===== src/rtl/addition_pkg.sv =====
// Shared constants and types for the floating-point addition datapath.
package addition_pkg;

  localparam int unsigned MENT_WIDTH_DEF = 23;
  localparam int unsigned EXPO_WIDTH_DEF = 8;
  localparam int unsigned TAG_WIDTH_DEF  = 4;
  localparam int unsigned SIG_W_DEF      = MENT_WIDTH_DEF + 1;

  // Guard, round and sticky: the bits kept below the aligned significand.
  localparam int unsigned GRS_BITS = 3;

  typedef struct packed {
    logic guard;
    logic round;
    logic sticky;
  } grs_t;

endpackage : addition_pkg


===== src/rtl/addition_rshift_sticky.sv =====
// Right-shifts a significand by a saturating amount and produces guard/round/sticky.
module addition_rshift_sticky
  import addition_pkg::*;
#(
  parameter int unsigned SIG_W      = SIG_W_DEF,
  parameter int unsigned EXPO_WIDTH = EXPO_WIDTH_DEF
) (
  input  logic [SIG_W-1:0]      sig,
  input  logic [EXPO_WIDTH-1:0] shamt,
  output logic [SIG_W-1:0]      aligned,
  output grs_t                  grs
);

  // Significand extended with guard and round positions; sticky is folded separately.
  localparam int unsigned EXT_W = SIG_W + GRS_BITS - 1;

  logic [EXT_W-1:0] ext;
  logic [EXT_W-1:0] ext_shifted;
  logic [31:0]      shamt_w;
  logic             sticky_acc;

  assign ext     = {sig, {(GRS_BITS - 1){1'b0}}};
  assign shamt_w = 32'(shamt);

  // Logical shift saturates to zero for large amounts; sticky ORs every bit pushed past round.
  always_comb begin
    ext_shifted = ext >> shamt;
    sticky_acc  = 1'b0;
    for (int unsigned i = 0; i < SIG_W; i++) begin
      if (shamt_w >= 32'(i + GRS_BITS)) begin
        sticky_acc = sticky_acc | sig[i];
      end
    end
  end

  assign aligned    = ext_shifted[EXT_W-1:GRS_BITS-1];
  assign grs.guard  = ext_shifted[1];
  assign grs.round  = ext_shifted[0];
  assign grs.sticky = sticky_acc;

endmodule : addition_rshift_sticky


===== src/rtl/addition_align_pipe.sv =====
// Two-stage elastic pipeline aligning the smaller operand's significand for addition.
module addition_align_pipe
  import addition_pkg::*;
#(
  parameter  int unsigned MENT_WIDTH = MENT_WIDTH_DEF,
  parameter  int unsigned EXPO_WIDTH = EXPO_WIDTH_DEF,
  parameter  int unsigned TAG_WIDTH  = TAG_WIDTH_DEF,
  localparam int unsigned SIG_W      = MENT_WIDTH + 1
) (
  input  logic                  clk,
  input  logic                  rst_n,
  input  logic                  flush,
  input  logic                  in_valid,
  output logic                  in_ready,
  input  logic [SIG_W-1:0]      smaller_sig_in,
  input  logic [EXPO_WIDTH-1:0] rshift_in,
  input  logic [TAG_WIDTH-1:0]  tag_in,
  output logic                  out_valid,
  input  logic                  out_ready,
  output logic [SIG_W-1:0]      aligned_sig_out,
  output logic                  guard_out,
  output logic                  round_out,
  output logic                  sticky_out,
  output logic [TAG_WIDTH-1:0]  tag_out
);

  // Stage A: captured operand.
  logic                  valid_a;
  logic [SIG_W-1:0]      sig_a;
  logic [EXPO_WIDTH-1:0] shamt_a;
  logic [TAG_WIDTH-1:0]  tag_a;

  // Stage B: aligned result.
  logic                  valid_b;
  logic [SIG_W-1:0]      aligned_b;
  grs_t                  grs_b;
  logic [TAG_WIDTH-1:0]  tag_b;

  logic [SIG_W-1:0]      aligned_c;
  grs_t                  grs_c;
  logic                  adv_b_c;
  logic                  move_a_c;
  logic                  accept_c;

  // Stage B frees up when empty or emitting; stage A moves into it when it does.
  assign adv_b_c  = !valid_b || out_ready;
  assign move_a_c = valid_a && adv_b_c;
  assign in_ready = rst_n && !flush && (!valid_a || adv_b_c);
  assign accept_c = in_valid && in_ready;

  addition_rshift_sticky #(
    .SIG_W      (SIG_W),
    .EXPO_WIDTH (EXPO_WIDTH)
  ) u_rshift (
    .sig     (sig_a),
    .shamt   (shamt_a),
    .aligned (aligned_c),
    .grs     (grs_c)
  );

  // Stage A register: loads on an accepted transfer, empties when its contents move on.
  always_ff @(posedge clk) begin
    if (!rst_n) begin
      valid_a <= 1'b0;
      sig_a   <= '0;
      shamt_a <= '0;
      tag_a   <= '0;
    end else begin
      if (flush) begin
        valid_a <= 1'b0;
      end else if (accept_c) begin
        valid_a <= 1'b1;
      end else if (move_a_c) begin
        valid_a <= 1'b0;
      end
      if (accept_c) begin
        sig_a   <= smaller_sig_in;
        shamt_a <= rshift_in;
        tag_a   <= tag_in;
      end
    end
  end

  // Stage B register: loads shifted result from stage A, holds while stalled.
  always_ff @(posedge clk) begin
    if (!rst_n) begin
      valid_b   <= 1'b0;
      aligned_b <= '0;
      grs_b     <= '0;
      tag_b     <= '0;
    end else begin
      if (flush) begin
        valid_b <= 1'b0;
      end else if (move_a_c) begin
        valid_b <= 1'b1;
      end else if (out_ready) begin
        valid_b <= 1'b0;
      end
      if (move_a_c) begin
        aligned_b <= aligned_c;
        grs_b     <= grs_c;
        tag_b     <= tag_a;
      end
    end
  end

  assign out_valid       = valid_b;
  assign aligned_sig_out = aligned_b;
  assign guard_out       = grs_b.guard;
  assign round_out       = grs_b.round;
  assign sticky_out      = grs_b.sticky;
  assign tag_out         = tag_b;

endmodule : addition_align_pipe


===== config.mk =====
export PLATFORM = sky130hd
export DESIGN_NAME = addition_align_pipe
export DESIGN_NICKNAME = d
export VERILOG_FILES = /design/src/rtl/addition_pkg.sv /design/src/rtl/addition_rshift_sticky.sv /design/src/rtl/addition_align_pipe.sv
export SDC_FILE = /design/constraint.sdc
export NUM_CORES = 1
export LEC_CHECK = 0
export BUFFER_PORTS_ARGS = -buffer_cell sky130_fd_sc_hd__buf_2
export CAP_MARGIN = 20
export CORE_MARGIN = 3
export CORE_UTILIZATION = 45
export CTS_CLUSTER_DIAMETER = 30
export CTS_CLUSTER_SIZE = 30
export DETAILED_ROUTE_END_ITERATION = 10
export GPL_TIMING_DRIVEN = 0
export PLACE_DENSITY = 0.66
export SLEW_MARGIN = 20
export SYNTH_ARGS = -nofsm -noshare
export SYNTH_HDL_FRONTEND = slang
export SYNTH_SLANG_ARGS = --single-unit

===== constraint.sdc =====
create_clock -name clk -period 4.8 [get_ports clk]
set_input_delay 0.96 -clock clk [delete_from_list [all_inputs] [get_ports clk]]
set_output_delay 0.96 -clock clk [all_outputs]
set_load 0.01 [all_outputs]

=== After elaboration in Yosys (flattened, before gate mapping) ===
Index checks and enable logic that the tools add are counted.

* $add $sub $neg: 0
* $mul: 0
* Div/mod/pow operators: 0
* $lt $le $gt $ge: 24
* Equality and inequality tests: 0
* Shifts and indexed selects: 1
* Muxes and demuxes: 28
* Bitwise gates (word level): 24
* Reduce and logical (&&, ||, !) cells: 12

{| class="wikitable"
|+ Operators with widths
! operator !! count
|-
| $ge 8x5->1 const B || 11
|-
| $ge 8x4->1 const B || 8
|-
| $ge 8x3->1 const B || 4
|-
| $mux 1 || 28
|-
| $shr 26x8->26 || 1
|-
| $or 1x1->1 || 23
|-
| $ge 8x2->1 const B || 1
|-
| $logic_and 1x1->1 || 4
|-
| $reduce_bool 2->1 || 2
|-
| $logic_not 1->1 || 3
|-
| $logic_or 1x1->1 || 2
|-
| $reduce_or 2->1 || 1
|-
| $not 1->1 || 1
|}

* Flip-flop bits (word level): 69
* Bits in latches: 0
* RAM bits: 0
* Memory bits (read-only): 0
* Bits of input ports: 41
* Word-level logic and storage cells: 99
* Memories: 0

=== Depth between registers and ports, before layout ===
Gate-level depths: netlist (run 1).

* Depth in word-level cells: 48
* Depth in mapped cells: 8
* Gate-level depth less buffers: 5

=== Modules after synthesis ===
Synthesis (run 1) repeated with hierarchy kept, for this count alone.

* Cell total of the unflattened synthesis: 548
* Area, all modules: 4668.2 um^2

{| class="wikitable"
|+ Modules (own cells, without submodules)
! module !! instances !! cells an instance !! area an instance (um^2) !! sequential area each (um^2)
|-
| addition_align_pipe || 1 || 313 || 2767.7 || 1381.3
|-
| addition_rshift_sticky || 1 || 235 || 1900.6 || 0.0
|}

=== Worst setup path before layout (run 1) ===
OpenSTA, ideal clock, no wires.

* Path type: input port to output port
* Start: input port rst_n
* End: output port in_ready
* Arrival: 1464 ps
* Data required time: 3840 ps
* Path slack: 2376 ps
* Stages: 3
* Path through: buf_2 > nand2b_1 > a21oi_1

* Longest elaborated chain between the ends: 2

{| class="wikitable"
|+ Ends and longest elaborated chain
! element !! line !! source
|-
| start: declaration || addition_align_pipe.sv:11 || <nowiki>input logic rst_n,</nowiki>
|-
| $logic_and 1x1->1 (2 in a row) || addition_align_pipe.sv:48 || <nowiki>assign in_ready = rst_n && !flush && (!valid_a || adv_b_c);</nowiki>
|-
| end: declaration || addition_align_pipe.sv:14 || <nowiki>output logic in_ready,</nowiki>
|}

Every way passes these cells.

=== Worst setup path after layout (run 1) ===
Ends and elaborated chain as after synthesis.

==> results_dict.tcl, run 1 <==
set metrics [dict create \
    outcome "complete, no violations" \
    insertion_delay_ns 0.35 \
    ctsResizeCount 0 \
    clk_pin_slew_ns 0.08 \
    yosysTopAreaCell "dfxtp_1" \
    busiest_layer "met2" \
    cts_setup_buffers 0 \
    core_area_sq_um 8890 \
    ys_seq_elements 69 \
    comb_power_share_pct 14.5 \
    p_int_w 0.000898 \
    report.final.hold_viol_count 0 \
    required_ns 3.84 \
    cts.htree.levels 3 \
    cp-start-kind "primary input" \
    syn_inst 518 \
    vias 4396 \
    maxCapViolations 0 \
    yosys-top-cells-area "dfxtp_1, mux4_2, nand2_1, a21oi_1, mux2i_1" \
    crit_fanout 10 \
    yosysWarningCount 0 \
    p_seq_share_pct 47.3 \
    rsz0062_at_grt "no" \
    nFillCells 901 \
    slowest_stage "buf_2" \
    antenna_cells 0 \
    cpMostUsedCell "buf_2" \
    final_area_sq_um 4890 \
    p_switching_w 0.000380 \
    worstSetupPathType "primary input to output port" \
    grt_pass1_wl_mm 22.8 \
    num_rows 34 \
    cts_hold_buf 0 \
    grt_use_total_pct 28.6 \
    wl_mm 14.6 \
    ys_top_cells_by_count "nand2_1, dfxtp_1, a21oi_1" \
    ioPinCount 74 \
    endpoint_kind "output port" \
    cts_tree "done" \
    routed_via_density 6.16 \
    use_met1_pct 40.1 \
    use_met3_pct 5.82 \
    crit_buf_inv 2 \
    fmax_ghz 0.383 \
    yosys_most_used_dff "dfxtp_1" \
    drt.antenna.violating_nets 0 \
    ctsRootBufferMaster "clkbuf_8" \
    crit_family "buffers and inverters" \
    period_needed_ns 2.61 \
    numCtsBuffers 9 \
    clockBufferDepth 2 \
    tightest_slew_ns 1.26 \
    critPathMaxStageDelay_ns 0.20 \
    syn_area_per_cell_sq_um 8.11 \
    first_iter_violations 476 \
    start_util_pct 47.3 \
    synthToLayoutAreaGrowth_pct 16.5 \
    post-route-period-util_pct 54.5 \
    fin_util_pct 55.1 \
    place_area_sq_um 4700 \
    leakage_nw 1.80 \
    cp_cell_sequence "buf_2 > nand2b_1 > a21oi_1 > buf_2" \
    clock_skew_ns 0.00946 \
    grt_pass1_vias 4061 \
    synth_edf_count 0 \
    post-route-drc-count 0 \
    ir_drop_uv 113 \
    grt-ovfl-total 0 \
    syn_nets 559 \
    hpwl_mm 11.0 \
    swShare_pct 29.7 \
    async_flop_share_pct 0 \
    slew_viol_final 0 \
    synth_seq_area_share_pct 32.9 \
    synth_top_area_share_pct 32.9 \
    dr.pass1.iters 5 \
    place.port_buffers 72 \
    setup_tns_ns 0 \
    cts_sinks 69 \
    use_met2_pct 44.6 \
    synth_cell_types 58 \
    syn_area_sq_um 4200 \
    clkPwrFrac_pct 38.2 \
    grt_max_degree 14 \
    arrival_ns 1.65 \
    antenna_found_initial 0 \
    place_congestion 1.02 \
    timing.hold.worst.class "register to register" \
    drive_gt1_share_pct 23.9 \
    die_y_um 103 \
    power_density_nw_per_um2 261 \
    nets 642 \
    synth.most_common_cell "nand2_1" \
    die_area_sq_um 10500 \
    wire_per_inst_um 20.5 \
    die_x_um 103 \
    maxSlewHeadroom_pct 15.4 \
    setup_viol 0 \
]
## power groups by stage
stage,logic (W),registers [W],clock network [W]
6_report,0.000185,0.000605,0.000489
5_1_grt,0.000201,0.000606,0.000528
4_1_cts,0.000181,0.000604,0.000500
3_5_place_dp,0.000180,0.000617,0
3_3_place_gp,0.000180,0.000617,0
2_1_floorplan,0.000118,0.000611,0
## worst reg2reg max path, stage by stage, from the launching register on
cell and delay (ns):
dfxtp_1 0.35, buf_6 0.15, nor4_1 1.01, a21bo_1 0.22
a41oi_1 0.12, nor4_1 0.44, a31oi_1 0.15
## final timing paths
| kind | depth (start not counted) | slack, ns | start | endpoint |
|---|---|---|---|---|
| max | 4 | 2.19 | rst_n | in_ready |
| min | 2 | 0.45 | aligned_sig_out[14] | aligned_sig_out[14] |
| max reg2reg | 6 | 2.22 | shamt_a[6] | sticky_out |
| min reg2reg | 2 | 0.45 | aligned_sig_out[14] | aligned_sig_out[14] |
## per-layer routing
layer / share of wire [%] / wire length, um / vias up
met5: 0 / 0 / -
met4: 3.0 / 436 / 0
met3: 8.6 / 1260 / 40
met2: 45 / 6590 / 238
met1: 43 / 6310 / 2075
li1: - / - / 2043
## area by class of cell
cell class	instances	area (sq um)	area share (%)
clock inverters	7	72.6	1.48
plain buffers	46	235	4.81
repair buffers	72	360	7.36
well taps	108	135	2.76
clock buffers	9	124	2.53
inverters	5	18.8	0.383
flip-flops and latches	69	1380	28.2
multi-input cells	398	2570	52.5
## per-stage QoR
step	power (W)	cells	worst slack (ns)	hold WS, ns
3_5_place_dp	0.000798	698	2.11	0.437
4_1_cts	0.00129	714	2.18	0.453
5_1_grt	0.00134	714	2.11	0.469
6_report	0.00128	714	2.19	0.450
3_3_place_gp	0.000797	698	2.15	0.430
2_1_floorplan	0.000729	518	2.38	0.432
## flip-flops by register name, indices dropped and copies added (netlist names)
name	flops
aligned_sig_out	24
guard_out	1
out_valid	1
round_out	1
shamt_a	8
sig_a	24
sticky_out	1
tag_a	4
tag_out	4
valid_a	1
## cell families (layout without fill, tap and decap cells)
family	after synthesis	count (layout)	share of synthesized area, %
compound gates	139	139	20.4
flops	69	69	32.9
mux	48	48	18.7
buf+inv	51	139	6.04
simple gates	211	211	22.0
## layout by cell type, fill, tap and decap left out, drive strengths merged, types with 2 or more instances in the layout
cell type    n
a211oi       4
a21oi       62
a22oi        7
a31oi        6
a32oi        4
and2         5
and3         2
buf         95
clkbuf      32
clkinv       3
clkinvlp     2
dfxtp       69
inv          6
mux2         5
mux2i       19
mux4        24
nand2      124
nand2b       6
nand3        7
nand4        4
nor2        33
nor3        12
nor3b        3
nor4         7
o211ai       3
o21ai       28
o22ai        3
o311ai       3
o41ai        3
or3          2
Note: power is estimated with default switching activity, not from simulation.
==> run 2: changes to the inputs <==
PLACE_DENSITY = 0.69   (was 0.66)
clock period = 2.2 ns   (was 4.8 ns; I/O delays follow)
==> run 2 against run 1 <==
Effect of this change: combinational power increased by 120%; power up 120%; setup slack got worse by 2.2 ns; design area rose by 1.3%; clock power is 110% higher; largest power group unchanged.
==> results_dict.tcl, run 2 (synthesis results as in run 1) <==
set metrics [dict create \
    whs_ns 0.317 \
    required_ns 2.41 \
    setup_tns_ns 0 \
    p_seq_share_pct 48.0 \
    nets 645 \
    comb_power_share_pct 15.0 \
    die_area_sq_um 10500 \
    leakage_nw 1.83 \
    final_common_cell "nand2_1" \
    layout_common_cells "nand2_1, buf_2, dfxtp_1, a21oi_1, nor2_1" \
    routed_via_density 6.07 \
    worstSetupPathType "register to register" \
    wl_mm 14.5 \
    swShare_pct 29.3 \
    power_density_nw_per_um2 555 \
    ir_drop_uv 409 \
    synthToLayoutAreaGrowth_pct 18.0 \
    report.final.hold_viol_count 0 \
    cts_tree "done" \
    period_needed_ns 2.18 \
    die_y_um 103 \
    clk_pin_slew_ns 0.08 \
    cp_cell_sequence "buf_6 > nor4_2 > a21bo_1 > a41oi_1 > nor4_1 > a31oi_1" \
    cp-startpoint "shamt_a[6]" \
    slowest_stage "nor4_2" \
    grt_pass1_vias 4006 \
    post-route-period-util_pct 98.9 \
    cts.htree.levels 3 \
    nFillCells 886 \
    tightest_slew_ns 0.762 \
    place_inst 698 \
    stdcell_count 717 \
    wire_per_inst_um 20.2 \
    numCtsBuffers 9 \
    endpoint_kind "register" \
    first_iter_violations 468 \
    grt_max_degree 13 \
    dr.pass1.iters 5 \
    num_rows 34 \
    p_switching_w 0.000807 \
    insertion_delay_ns 0.35 \
    slew_viol_final 0 \
    ctsRootBufferMaster "clkbuf_8" \
    outcome "complete, no violations" \
    start_util_pct 47.3 \
    cp-start-kind "register" \
    cts_hold_buf 0 \
    timing.hold.worst.class "primary input to register" \
    maxSlewHeadroom_pct 48.8 \
    setup_viol 0 \
    p_int_w 0.00195 \
    die_x_um 103 \
    place_congestion 0.969 \
    post-route-drc-count 0 \
    antenna_found_initial 0 \
    core_area_sq_um 8890 \
    fmax_ghz 0.459 \
    grt-ovfl-total 0 \
    vias 4350 \
    clkPwrFrac_pct 37.0 \
    clock_skew_ns 0.0136 \
    grt_pass1_wl_mm 22.5 \
    place.port_buffers 72 \
    rsz0062_at_grt "yes" \
    drive_gt1_share_pct 25.6 \
    hpwl_mm 11.1 \
    grt_use_total_pct 28.3 \
    drt.antenna.violating_nets 0 \
    hold_start "smaller_sig_in[0]" \
    reg2reg_from "shamt_a[6]" \
    arrival_ns 2.39 \
    critPathMaxStageDelay_ns 0.64 \
    clockBufferDepth 2 \
    crit_fanout 10 \
    cts_sinks 69 \
    maxCapViolations 0 \
    antenna_cells 0 \
    ioPinCount 74 \
]
run 2: cell types whose count changed in the layout (fill, tap and decap cells not counted), moves of 2 or more:
cell      before  now
nor3_1        12   10
nor3_2         0    2
nor4_1         7    5
clkbuf_8       9   12
buf_4          3    6
run 2: power groups by stage:
stage          Combinational [W]  Sequential [W]  Clock (W)
2_1_floorplan           0.000257         0.00133          0
3_3_place_gp            0.000394         0.00135          0
3_5_place_dp            0.000397         0.00135          0
4_1_cts                 0.000400         0.00132    0.00103
5_1_grt                 0.000449         0.00132    0.00109
6_report                0.000413         0.00132    0.00102
run 2: critical path: cells and delay by family (launching register included):
kind	cells	cell delay, ns
AO/OA/AOI/OAI	3	0.54
buffers and inverters	1	0.16
flip-flops	1	0.35
AND/OR/NAND/NOR	2	0.99
run 2: stage by stage:
stage | worst slack (ns) | instance area, sq um | power (W) | util, %
after CTS | 0.0700 | 4920 | 0.00275 | 55.3
final | 0.0233 | 4960 | 0.00275 | 55.8
after global placement | -0.452 | 4700 | 0.00174 | 52.8
after floorplan | 0.435 | 4200 | 0.00159 | -
after detailed placement | -0.0256 | 4710 | 0.00174 | 53.0
after global routing | -0.0693 | 4960 | 0.00286 | 55.8
run 2: timing repair:
action / CTS / global route
setup buffers: 0 / 3
gates resized for setup: 2 / 6
endpoints found under the setup margin: 1 / 6
pin swaps: 0 / 3
run 2: metal layers:
layer	part of all wire (%)	global-route usage, %	up-vias
met3	8.9	7.04	40
li1	-	-	2054
met1	43	38.4	2015
met4	3.5	10.7	0
met2	45	43.6	241
met5	0	0	-
run 2: worst paths after layout:
| check | end | slack (ns) | cells past startpoint |
|---|---|---|---|
| hold / removal | sig_a[0] | 0.32 | 3 |
| hold reg to reg | aligned_sig_out[8] | 0.46 | 2 |
| setup reg to reg | sticky_out | 0.02 | 6 |
| setup / recovery | sticky_out | 0.02 | 6 |
run 2: area by class of cell:
class	count	area (sq um)	share of cell area, %
clock inverter	4	30.0	0.606
buffer	46	236	4.77
tap	108	135	2.73
timing repair buffer	75	383	7.72
sequential	69	1380	27.9
inverter	5	22.5	0.454
clock buffer	12	165	3.33
multi-input combinational	398	2600	52.5
==> run 3: changes to the inputs <==
CELL_PAD_IN_SITES_DETAIL_PLACEMENT = 0   (was default)
CELL_PAD_IN_SITES_GLOBAL_PLACEMENT = 2   (was default)
CORE_UTILIZATION = 30   (was 45)
PLACE_DENSITY = default   (was 0.69)
PLACE_DENSITY_LB_ADDON = 0.1   (was default)
==> run 3 against run 2 <==
Effect of this change: die area rose by 47%; combinational power rose by 1%; via count down 0.34%; design area increased by 3.4%; wire length increased by 11%; global-route usage down 7.7 points; clock power increased by 44%; sequential cell count did not move; non-clock buffer count decreased by 3; critical path type unchanged; critical endpoint unchanged; largest power group is now clock.
==> results_dict.tcl, run 3 (synthesis results as in run 1) <==
set metrics [dict create \
    outcome "complete, no violations" \
    dpl_worst_slack_ns -0.177 \
    place.port_buffers 72 \
    r2r.worst_path.cells 6 \
    clockBufferDepth 2 \
    leakage_nw 1.88 \
    cp-start-kind "register" \
    first_iter_violations 562 \
    cp_cell_sequence "buf_6 > nor4_2 > a21bo_1 > a41oi_1 > nor4_1 > a31oi_1" \
    routed_via_density 5.54 \
    maxSlewHeadroom_pct 48.5 \
    cts_setup_buffers 0 \
    report.final.hold_viol_count 0 \
    num_rows 42 \
    start_util_pct 31.2 \
    p_int_w 0.00235 \
    required_ns 2.40 \
    holdPathStages 3 \
    period_needed_ns 2.13 \
    fmax_ghz 0.470 \
    power_density_nw_per_um2 627 \
    ir_drop_uv 329 \
    wire_per_inst_um 20.6 \
    antenna_cells 0 \
    numCtsBuffers 9 \
    insertion_delay_ns 0.35 \
    post-route-drc-count 0 \
    endpoint_kind "register" \
    place_congestion 0.926 \
    final_common_cell "nand2_1" \
    fin_util_pct 38.1 \
    cts_hold_buf 0 \
    arrival_ns 2.33 \
    dr.pass1.iters 5 \
    crit_fanout 10 \
    ctsRootBufferMaster "clkbuf_16" \
    layout_common_cells "nand2_1, buf_2, dfxtp_1, a21oi_1, nor2_1" \
    grt_pass1_wl_mm 24.5 \
    cts_sinks 69 \
    antenna_found_initial 0 \
    vias 4335 \
    drive_gt1_share_pct 25.4 \
    core_area_sq_um 13500 \
    timing.hold.worst.class "primary input to register" \
    cts.htree.levels 3 \
    tightest_slew_ns 0.772 \
    synthToLayoutAreaGrowth_pct 22.0 \
    wl_mm 16.1 \
    nets 642 \
    setup_viol 0 \
    clock_skew_ns 0.00906 \
    hpwl_mm 12.1 \
    post-route-period-util_pct 96.7 \
    setup_tns_ns 0 \
    maxCapViolations 0 \
    comb_power_share_pct 13.0 \
    slowest_stage "nor4_2" \
    grt-ovfl-total 0 \
    grt_max_degree 13 \
    ctsResizeCount 4 \
    slew_viol_final 0 \
    p_seq_share_pct 41.2 \
    die_y_um 124 \
    die_area_sq_um 15500 \
    swShare_pct 26.9 \
    whs_ns 0.329 \
    critPathMaxStageDelay_ns 0.58 \
    cts_tree "done" \
    grt_pass1_vias 4104 \
    drt.antenna.violating_nets 0 \
    fin_ws_ns 0.0727 \
    worstSetupPathType "register to register" \
    rsz0062_at_grt "yes" \
    clk_pin_slew_ns 0.06 \
    die_x_um 124 \
    clkPwrFrac_pct 45.8 \
    ioPinCount 74 \
    grt_use_total_pct 20.6 \
    p_switching_w 0.000864 \
]
## run 3: metal layers
metal	track usage (%)	vias up	part of all wire, %
met2	31.6	199	45
li1	-	2046	-
met1	27.8	2056	45
met5	0	-	0
met3	5.15	34	7.4
met4	8.19	0	3.1
## run 3: power by group through the flow
stage	clock (W)	sequential, W	combinational [W]
2_1_floorplan	0	0.00133	0.000257
3_3_place_gp	0	0.00135	0.000407
3_5_place_dp	0	0.00135	0.000408
4_1_cts	0.00151	0.00132	0.000411
5_1_grt	0.00157	0.00133	0.000454
6_report	0.00147	0.00133	0.000418
## run 3: through the flow
step,cell area [sq um],total power [W],std cells
final,5130,0.00321,782
after global routing,5130,0.00335,782
after CTS,5110,0.00325,782
after detailed placement,4790,0.00176,766
after global placement,4780,0.00176,766
after floorplan,4200,0.00159,518
## run 3: area by class of cell
| type | count | area [sq um] |
|---|---|---|
| fill | 1467 | 8330 |
| multi-input combinational | 398 | 2600 |
| sequential | 69 | 1380 |
| timing repair buffer | 72 | 360 |
| clock buffer | 11 | 243 |
| buffer | 46 | 240 |
| tap | 176 | 220 |
| clock inverter | 5 | 60.1 |
| inverter | 5 | 20.0 |
## run 3: path summary, 6_finish.rpt
path	slack, ns	from	end
min	0.33	smaller_sig_in[16]	sig_a[16]
max reg2reg	0.07	shamt_a[6]	sticky_out
max	0.07	shamt_a[6]	sticky_out
min reg2reg	0.44	aligned_sig_out[12]	aligned_sig_out[12]
## run 3: worst max-delay path, delay by kind of cell, from the launching register on
| family | cells | cell delay (ns) |
|---|---|---|
| compound gates | 3 | 0.54 |
| buf+inv | 1 | 0.17 |
| flops | 1 | 0.36 |
| simple gates | 2 | 0.91 |
